===== src/rtl/fifo_rd_stream_adapter_pkg.sv =====
// Shared constants and helpers for the async_fifo read-side stream adapter.
// BUF_DEPTH is the prefetch depth (RAM read latency + 1 entry). RD_LATENCY is
// the RAM read latency shared with dualport_ram_async.
package fifo_rd_stream_adapter_pkg;

  localparam int BUF_DEPTH  = 2;
  localparam int CNT_W      = 2;
  localparam int RD_LATENCY = 1;

  typedef logic [CNT_W-1:0] cnt_t;

  // Occupancy update for one cycle: one optional push and one optional pop.
  function automatic cnt_t cnt_next(input cnt_t cnt, input logic inc, input logic dec);
    return cnt + cnt_t'(inc) - cnt_t'(dec);
  endfunction

endpackage


===== src/rtl/fifo_rd_stream_adapter_if.sv =====
// Bundle of the FIFO read port and the downstream valid/ready stream.
// master = the adapter, slave = the FIFO plus the downstream consumer.
interface fifo_rd_stream_adapter_if
  import fifo_rd_stream_adapter_pkg::*;
#(
  parameter int DATA_WIDTH = 4
);

  logic                  fifo_empty;
  logic                  fifo_rd_en;
  logic [DATA_WIDTH-1:0] fifo_rd_data;
  logic                  m_valid;
  logic                  m_ready;
  logic [DATA_WIDTH-1:0] m_data;
  cnt_t                  buf_cnt;

  modport master (
    input  fifo_empty, fifo_rd_data, m_ready,
    output fifo_rd_en, m_valid, m_data, buf_cnt
  );

  modport slave (
    output fifo_empty, fifo_rd_data, m_ready,
    input  fifo_rd_en, m_valid, m_data, buf_cnt
  );

endinterface


===== src/rtl/fifo_rd_stream_adapter_stream_buf2.sv =====
// Two-entry register FIFO holding words returned by the async_fifo RAM.
// Head entry is presented combinationally; clr empties it synchronously.
// Data storage is not reset: only the pointers and count carry meaning.
module stream_buf2
  import fifo_rd_stream_adapter_pkg::*;
#(
  parameter int DATA_WIDTH = 4
) (
  input  logic                  clk,
  input  logic                  rst,
  input  logic                  clr,
  input  logic                  push,
  input  logic                  pop,
  input  logic [DATA_WIDTH-1:0] i_data,
  output logic [DATA_WIDTH-1:0] o_data,
  output cnt_t                  o_cnt
);

  logic [DATA_WIDTH-1:0] r_mem [BUF_DEPTH];
  logic                  r_hp;
  logic                  r_tp;
  cnt_t                  r_cnt;

  // Pointers wrap naturally at 1 bit; count tracks push minus pop.
  always_ff @(posedge clk) begin
    if (rst || clr) begin
      r_hp  <= 1'b0;
      r_tp  <= 1'b0;
      r_cnt <= '0;
    end else begin
      if (push) r_tp <= r_tp + 1'b1;
      if (pop)  r_hp <= r_hp + 1'b1;
      r_cnt <= cnt_next(r_cnt, push, pop);
    end
  end

  // Word storage written at the tail on each accepted push.
  always_ff @(posedge clk) begin
    if (push) r_mem[r_tp] <= i_data;
  end

  assign o_data = r_mem[r_hp];
  assign o_cnt  = r_cnt;

endmodule


===== src/rtl/fifo_rd_stream_adapter.sv =====
// Read-side consumer of async_fifo. Issues rd_en whenever the prefetch buffer
// can absorb the word that returns one cycle later, giving a bubble-free
// valid/ready stream. m_valid/m_data come straight from buffer registers, so
// m_ready only reaches fifo_rd_en combinationally, never the stream outputs.
// Reset and the FIFO must be released together: a word in flight at reset is
// dropped even though the FIFO read pointer has already advanced.
module fifo_rd_stream_adapter
  import fifo_rd_stream_adapter_pkg::*;
#(
  parameter int DATA_WIDTH = 4,
  parameter int BUF_DEPTH  = 2   // only 2 is supported (latency 1 + 1)
) (
  input logic                       rd_clk,
  input logic                       rd_rst,
  input logic                       flush,
  fifo_rd_stream_adapter_if.master  bus
);

  logic                  r_ifl_p1;
  logic                  w_valid;
  logic                  w_pop;
  logic                  w_push;
  logic                  w_rd_en;
  logic [CNT_W:0]        w_occ;
  cnt_t                  w_cnt;
  logic [DATA_WIDTH-1:0] w_head;

  assign w_valid = (w_cnt != '0);
  assign w_pop   = w_valid & bus.m_ready;
  assign w_push  = r_ifl_p1 & ~flush;

  // Entries held or owed after this cycle's pop; issue only if one slot stays free.
  assign w_occ   = {1'b0, w_cnt} + {{CNT_W{1'b0}}, r_ifl_p1} - {{CNT_W{1'b0}}, w_pop};
  assign w_rd_en = ~rd_rst & ~flush & ~bus.fifo_empty
                 & (w_occ < (CNT_W+1)'(BUF_DEPTH));

  // Stage p1: a read issued last cycle has its data on fifo_rd_data now.
  always_ff @(posedge rd_clk) begin
    if (rd_rst || flush) r_ifl_p1 <= 1'b0;
    else                 r_ifl_p1 <= w_rd_en;
  end

  stream_buf2 #(
    .DATA_WIDTH (DATA_WIDTH)
  ) u_buf (
    .clk    (rd_clk),
    .rst    (rd_rst),
    .clr    (flush),
    .push   (w_push),
    .pop    (w_pop & ~flush),
    .i_data (bus.fifo_rd_data),
    .o_data (w_head),
    .o_cnt  (w_cnt)
  );

  assign bus.fifo_rd_en = w_rd_en;
  assign bus.m_valid    = w_valid;
  assign bus.m_data     = w_head;
  assign bus.buf_cnt    = w_cnt;

endmodule

===== src/flat_wrapper.sv =====
// flat-port wrapper written by rule: the top's interface ports become plain ports
module fifo_rd_stream_adapter_flat import fifo_rd_stream_adapter_pkg::*;
#(
  parameter int DATA_WIDTH = 4,
  parameter int BUF_DEPTH  = 2                                         
)
  (rd_clk, rd_rst, flush, bus_fifo_empty, bus_fifo_rd_data, bus_m_ready, bus_fifo_rd_en, bus_m_valid, bus_m_data, bus_buf_cnt);
  fifo_rd_stream_adapter_if #(.DATA_WIDTH(DATA_WIDTH)) bus_i ();
  input logic rd_clk;
  input logic rd_rst;
  input logic flush;
  input wire logic [$bits(bus_i.fifo_empty)-1:0] bus_fifo_empty;
  input wire logic [$bits(bus_i.fifo_rd_data)-1:0] bus_fifo_rd_data;
  input wire logic [$bits(bus_i.m_ready)-1:0] bus_m_ready;
  output wire logic [$bits(bus_i.fifo_rd_en)-1:0] bus_fifo_rd_en;
  output wire logic [$bits(bus_i.m_valid)-1:0] bus_m_valid;
  output wire logic [$bits(bus_i.m_data)-1:0] bus_m_data;
  output wire logic [$bits(bus_i.buf_cnt)-1:0] bus_buf_cnt;
  assign bus_i.fifo_empty = bus_fifo_empty;
  assign bus_i.fifo_rd_data = bus_fifo_rd_data;
  assign bus_i.m_ready = bus_m_ready;
  assign bus_fifo_rd_en = bus_i.fifo_rd_en;
  assign bus_m_valid = bus_i.m_valid;
  assign bus_m_data = bus_i.m_data;
  assign bus_buf_cnt = bus_i.buf_cnt;
  fifo_rd_stream_adapter #(.DATA_WIDTH(DATA_WIDTH), .BUF_DEPTH(BUF_DEPTH)) u_core (.rd_clk(rd_clk), .rd_rst(rd_rst), .flush(flush), .bus(bus_i));
endmodule

===== config.mk =====
export PLATFORM = sky130hd
export DESIGN_NAME = fifo_rd_stream_adapter_flat
export DESIGN_NICKNAME = d
export VERILOG_FILES = /design/src/rtl/fifo_rd_stream_adapter_pkg.sv /design/src/rtl/fifo_rd_stream_adapter_if.sv /design/src/rtl/fifo_rd_stream_adapter_stream_buf2.sv /design/src/rtl/fifo_rd_stream_adapter.sv /design/src/flat_wrapper.sv
export SDC_FILE = /design/constraint.sdc
export NUM_CORES = 1
export LEC_CHECK = 0
export CAP_MARGIN = 20
export CORE_MARGIN = 1
export CORE_UTILIZATION = 39
export CTS_CLUSTER_DIAMETER = 150
export DETAILED_ROUTE_END_ITERATION = 7
export PLACE_DENSITY = 0.67
export SYNTH_ARGS = -nofsm -noshare
export SYNTH_HDL_FRONTEND = slang
export SYNTH_HIERARCHICAL = 1
export SYNTH_SLANG_ARGS = --single-unit

===== constraint.sdc =====
create_clock -name rd_clk -period 2.1 [get_ports rd_clk]
set_clock_uncertainty 0.05 [all_clocks]
set_input_delay 0.21 -clock rd_clk [delete_from_list [all_inputs] [get_ports rd_clk]]
set_output_delay 0.21 -clock rd_clk [all_outputs]
set_load 0.05 [all_outputs]

==> flow_metrics.tcl, run 1 <==
set metrics [dict create \
    setup_viol 1 \
    grt_setup_unrepaired "true" \
    ys_ff_latch 14 \
    path_class "reg2out" \
    fin_hold_ws_ns 0.462 \
    synthCells 44 \
    worstSetupStartpointType "flip-flop" \
    r2r_slack_ns 0.16 \
    r2r_start "u_core/u_buf/o_cnt[1]" \
    layout-drive-gt1-share_pct 33.3 \
    gp_congestion 0.732 \
    antenna_left 0 \
    grt_usage_pct 13.8 \
    holdBufCountCts 0 \
    start_util_pct 41.6 \
    grt_pass1_wl_mm 1.77 \
    overflow 0 \
    violations "setup timing" \
    use_met3_pct 3.45 \
    viasPerCell 4.75 \
    antenna_cells 0 \
    synth.distinct_cells 21 \
    multi_input_area_um2 288 \
    dr_total_vias 404 \
    clk_pin_slew_worst_paths_ns 0.08 \
    nNetsFinal 83 \
    relSlewSlack_pct 66.8 \
    hold_viol_final 0 \
    clockBufferDepth 2 \
    first_pass_iters 2 \
    synth.most_common_cell "edfxtp_1" \
    yosysSeqAreaShare_pct 57.5 \
    drtIter0Drc 7 \
    synth-main-ff-cell "edfxtp_1" \
    setup.worst_path.start "u_core/u_buf/o_cnt[1]" \
    report.power.total_w 0.000504 \
    netlist_area_um2 627 \
    area_growth_pct 46.9 \
    ir_drop_uv 308 \
    grt_max_degree 9 \
    period_needed_ns 2.55 \
    nFillCells 137 \
    rows 14 \
    yosys.area.top_type "edfxtp_1" \
    clock-root-buffer "clkbuf_4" \
    numClockSinks 14 \
    drv_cap 0 \
    die_w_um 42.1 \
    boundaryPins 17 \
    synth_area_leaders "edfxtp_1 (38%), dfxtp_1 (19%), mux2_2 (7.2%)" \
    fin_ws_ns -0.448 \
    leakage_nw 0.358 \
    synth_edf_count 8 \
    synthArstFlopShare_pct 0 \
    critical_path_peak_fanout 2 \
    status "finished, violations left" \
    timing.final.max_slew_violations 0 \
    hp-class "in2reg" \
    cts_tree "done" \
    grt_use_met2_pct 22.8 \
    slowest_stage "fa_2" \
    cp-end-kind "output port" \
    wl_per_cell_um 12.0 \
    syn_nets 57 \
    wl_mm 1.02 \
    grtUsageMet1_pct 15.7 \
    fmax_mhz 393 \
    core_area_um2 1510 \
    post-dp-hpwl_um 763 \
    slowest_delay_ns 0.37 \
    tightest_slew_ns 0.496 \
    post-route-period-util_pct 121 \
    synth_warnings 6 \
    numPortBuffers 16 \
    grt_busiest_layer "met2" \
    arrival_ns 2.29 \
    required_ns 1.84 \
    crit_path_cell_trace "o21a_1 -> ha_1 -> nand2b_4 -> fa_2 -> xor2_2 -> nor4_4 -> buf_12" \
    htreeDepth 1 \
    antenna_found_initial 0 \
    syn_area_per_cell_um2 14.2 \
    min_from "bus_fifo_rd_data[1]" \
    register_area_um2 368 \
    clock_latency_ns 0.27 \
    die-area_um2 1770 \
    power_density_nw_per_um2 547 \
    drc 0 \
    synth_top_cells_by_count "edfxtp_1 (8), dfxtp_1 (6), mux2_2 (4)" \
    die-height_um 42.1 \
    synth_top_area_share_pct 38.3 \
    grt_pass1_vias 429 \
    numCtsBuffers 3 \
]
## state kept, by name (all words and copies together), names as in the netlist, named ones only
name                flops
u_core/u_buf/r_mem      8
u_core/u_buf/o_cnt      2
u_core/u_buf/r_tp       1
u_core/r_ifl_p1         1
u_core/u_buf/r_hp       1
## cells by family after synthesis
kind of cell             Yosys count  share of synthesized area [%]
flip-flops                        14                           57.5
multiplexers                       4                           7.19
adder cells (fa/ha/maj)            4                           9.18
AND/OR/NAND/NOR                   14                           15.4
AO/OA/AOI/OAI                      1                           1.20
XOR/XNOR                           4                           7.78
buffers and inverters              3                           1.80
## per-layer routing
layer	vias to the layer above	routed length (um)	part of all wire [%]
met3	2	48	4.7
li1	205	-	-
met2	8	488	48
met4	0	9	0.89
met1	189	470	46
met5	-	0	0
## worst paths after layout
| check | end | cells after the start |
|---|---|---|
| setup / recovery | bus_fifo_rd_en | 7 |
| hold reg to reg | u_core/u_buf/r_hp | 2 |
| hold / removal | u_core/u_buf/r_mem[0][1] | 1 |
| setup reg to reg | u_core/r_ifl_p1 | 7 |
## per-stage QoR
stage / cells / setup slack (ns) / utilization (%) / cell area (um^2) / TNS, ns
2_1_floorplan: 44 / -0.412 / - / 649 / -0.412
5_1_grt: 85 / -0.550 / 61.1 / 921 / -0.550
3_3_place_gp: 79 / -0.424 / 57.2 / 862 / -0.481
4_1_cts: 85 / -0.433 / 61.1 / 921 / -0.433
6_report: 85 / -0.448 / 61.1 / 921 / -0.448
3_5_place_dp: 79 / -0.432 / 57.2 / 862 / -0.481
## repair_timing
item | 4_1_cts | 5_1_grt
buffers inserted | 2 | 0
pin swaps | 4 | 0
resized for setup | 3 | 0
endpoints found under the setup margin | 1 | 1
## where the power goes
| group | internal [W] | leakage [nW] | switching, W |
|---|---|---|---|
| logic | 0.0000313 | 0.220 | 0.0000279 |
| registers | 0.000290 | 0.122 | 0.00000101 |
| clock network | 0.0000688 | 0.0154 | 0.0000848 |
## cell usage in the layout, fill, tap and decap left out, drive strengths merged, types with 2 or more instances in the layout
| master | instances |
|---|---|
| buf | 6 |
| clkbuf | 3 |
| clkdlybuf4s50 | 15 |
| dfxtp | 6 |
| edfxtp | 8 |
| ha | 3 |
| inv | 3 |
| mux2 | 4 |
| nand2b | 2 |
| nor3 | 4 |
| nor4 | 2 |
| xnor2 | 2 |
## worst max-delay path: cells and delay by family (launching register included)
family	cells	cell delay [ns]
buffers and inverters	1	0.18
adders and majority gates	2	0.64
AOI/OAI and AO/OA	1	0.20
xor gates and xnor gates	1	0.18
DFF	1	0.35
and+or+nand+nor	2	0.47
## layout make-up
type / count / share of cell area (%)
Sequential cell: 14 / 39.9
Multi-Input combinational cell: 27 / 31.3
Tap cell: 16 / 2.17
Clock buffer: 3 / 2.45
Clock inverter: 1 / 0.408
Inverter: 3 / 1.22
Timing Repair Buffer: 21 / 22.6
(Power assumes the default switching activity.)
==> run 2, diff against run 1 <==
Settings changed: CORE_MARGIN 1 to default, CTS_CLUSTER_DIAMETER 150 to default.
==> results of run 2 <==
The final DEF is identical to that of run 1; final timing and power are the same.
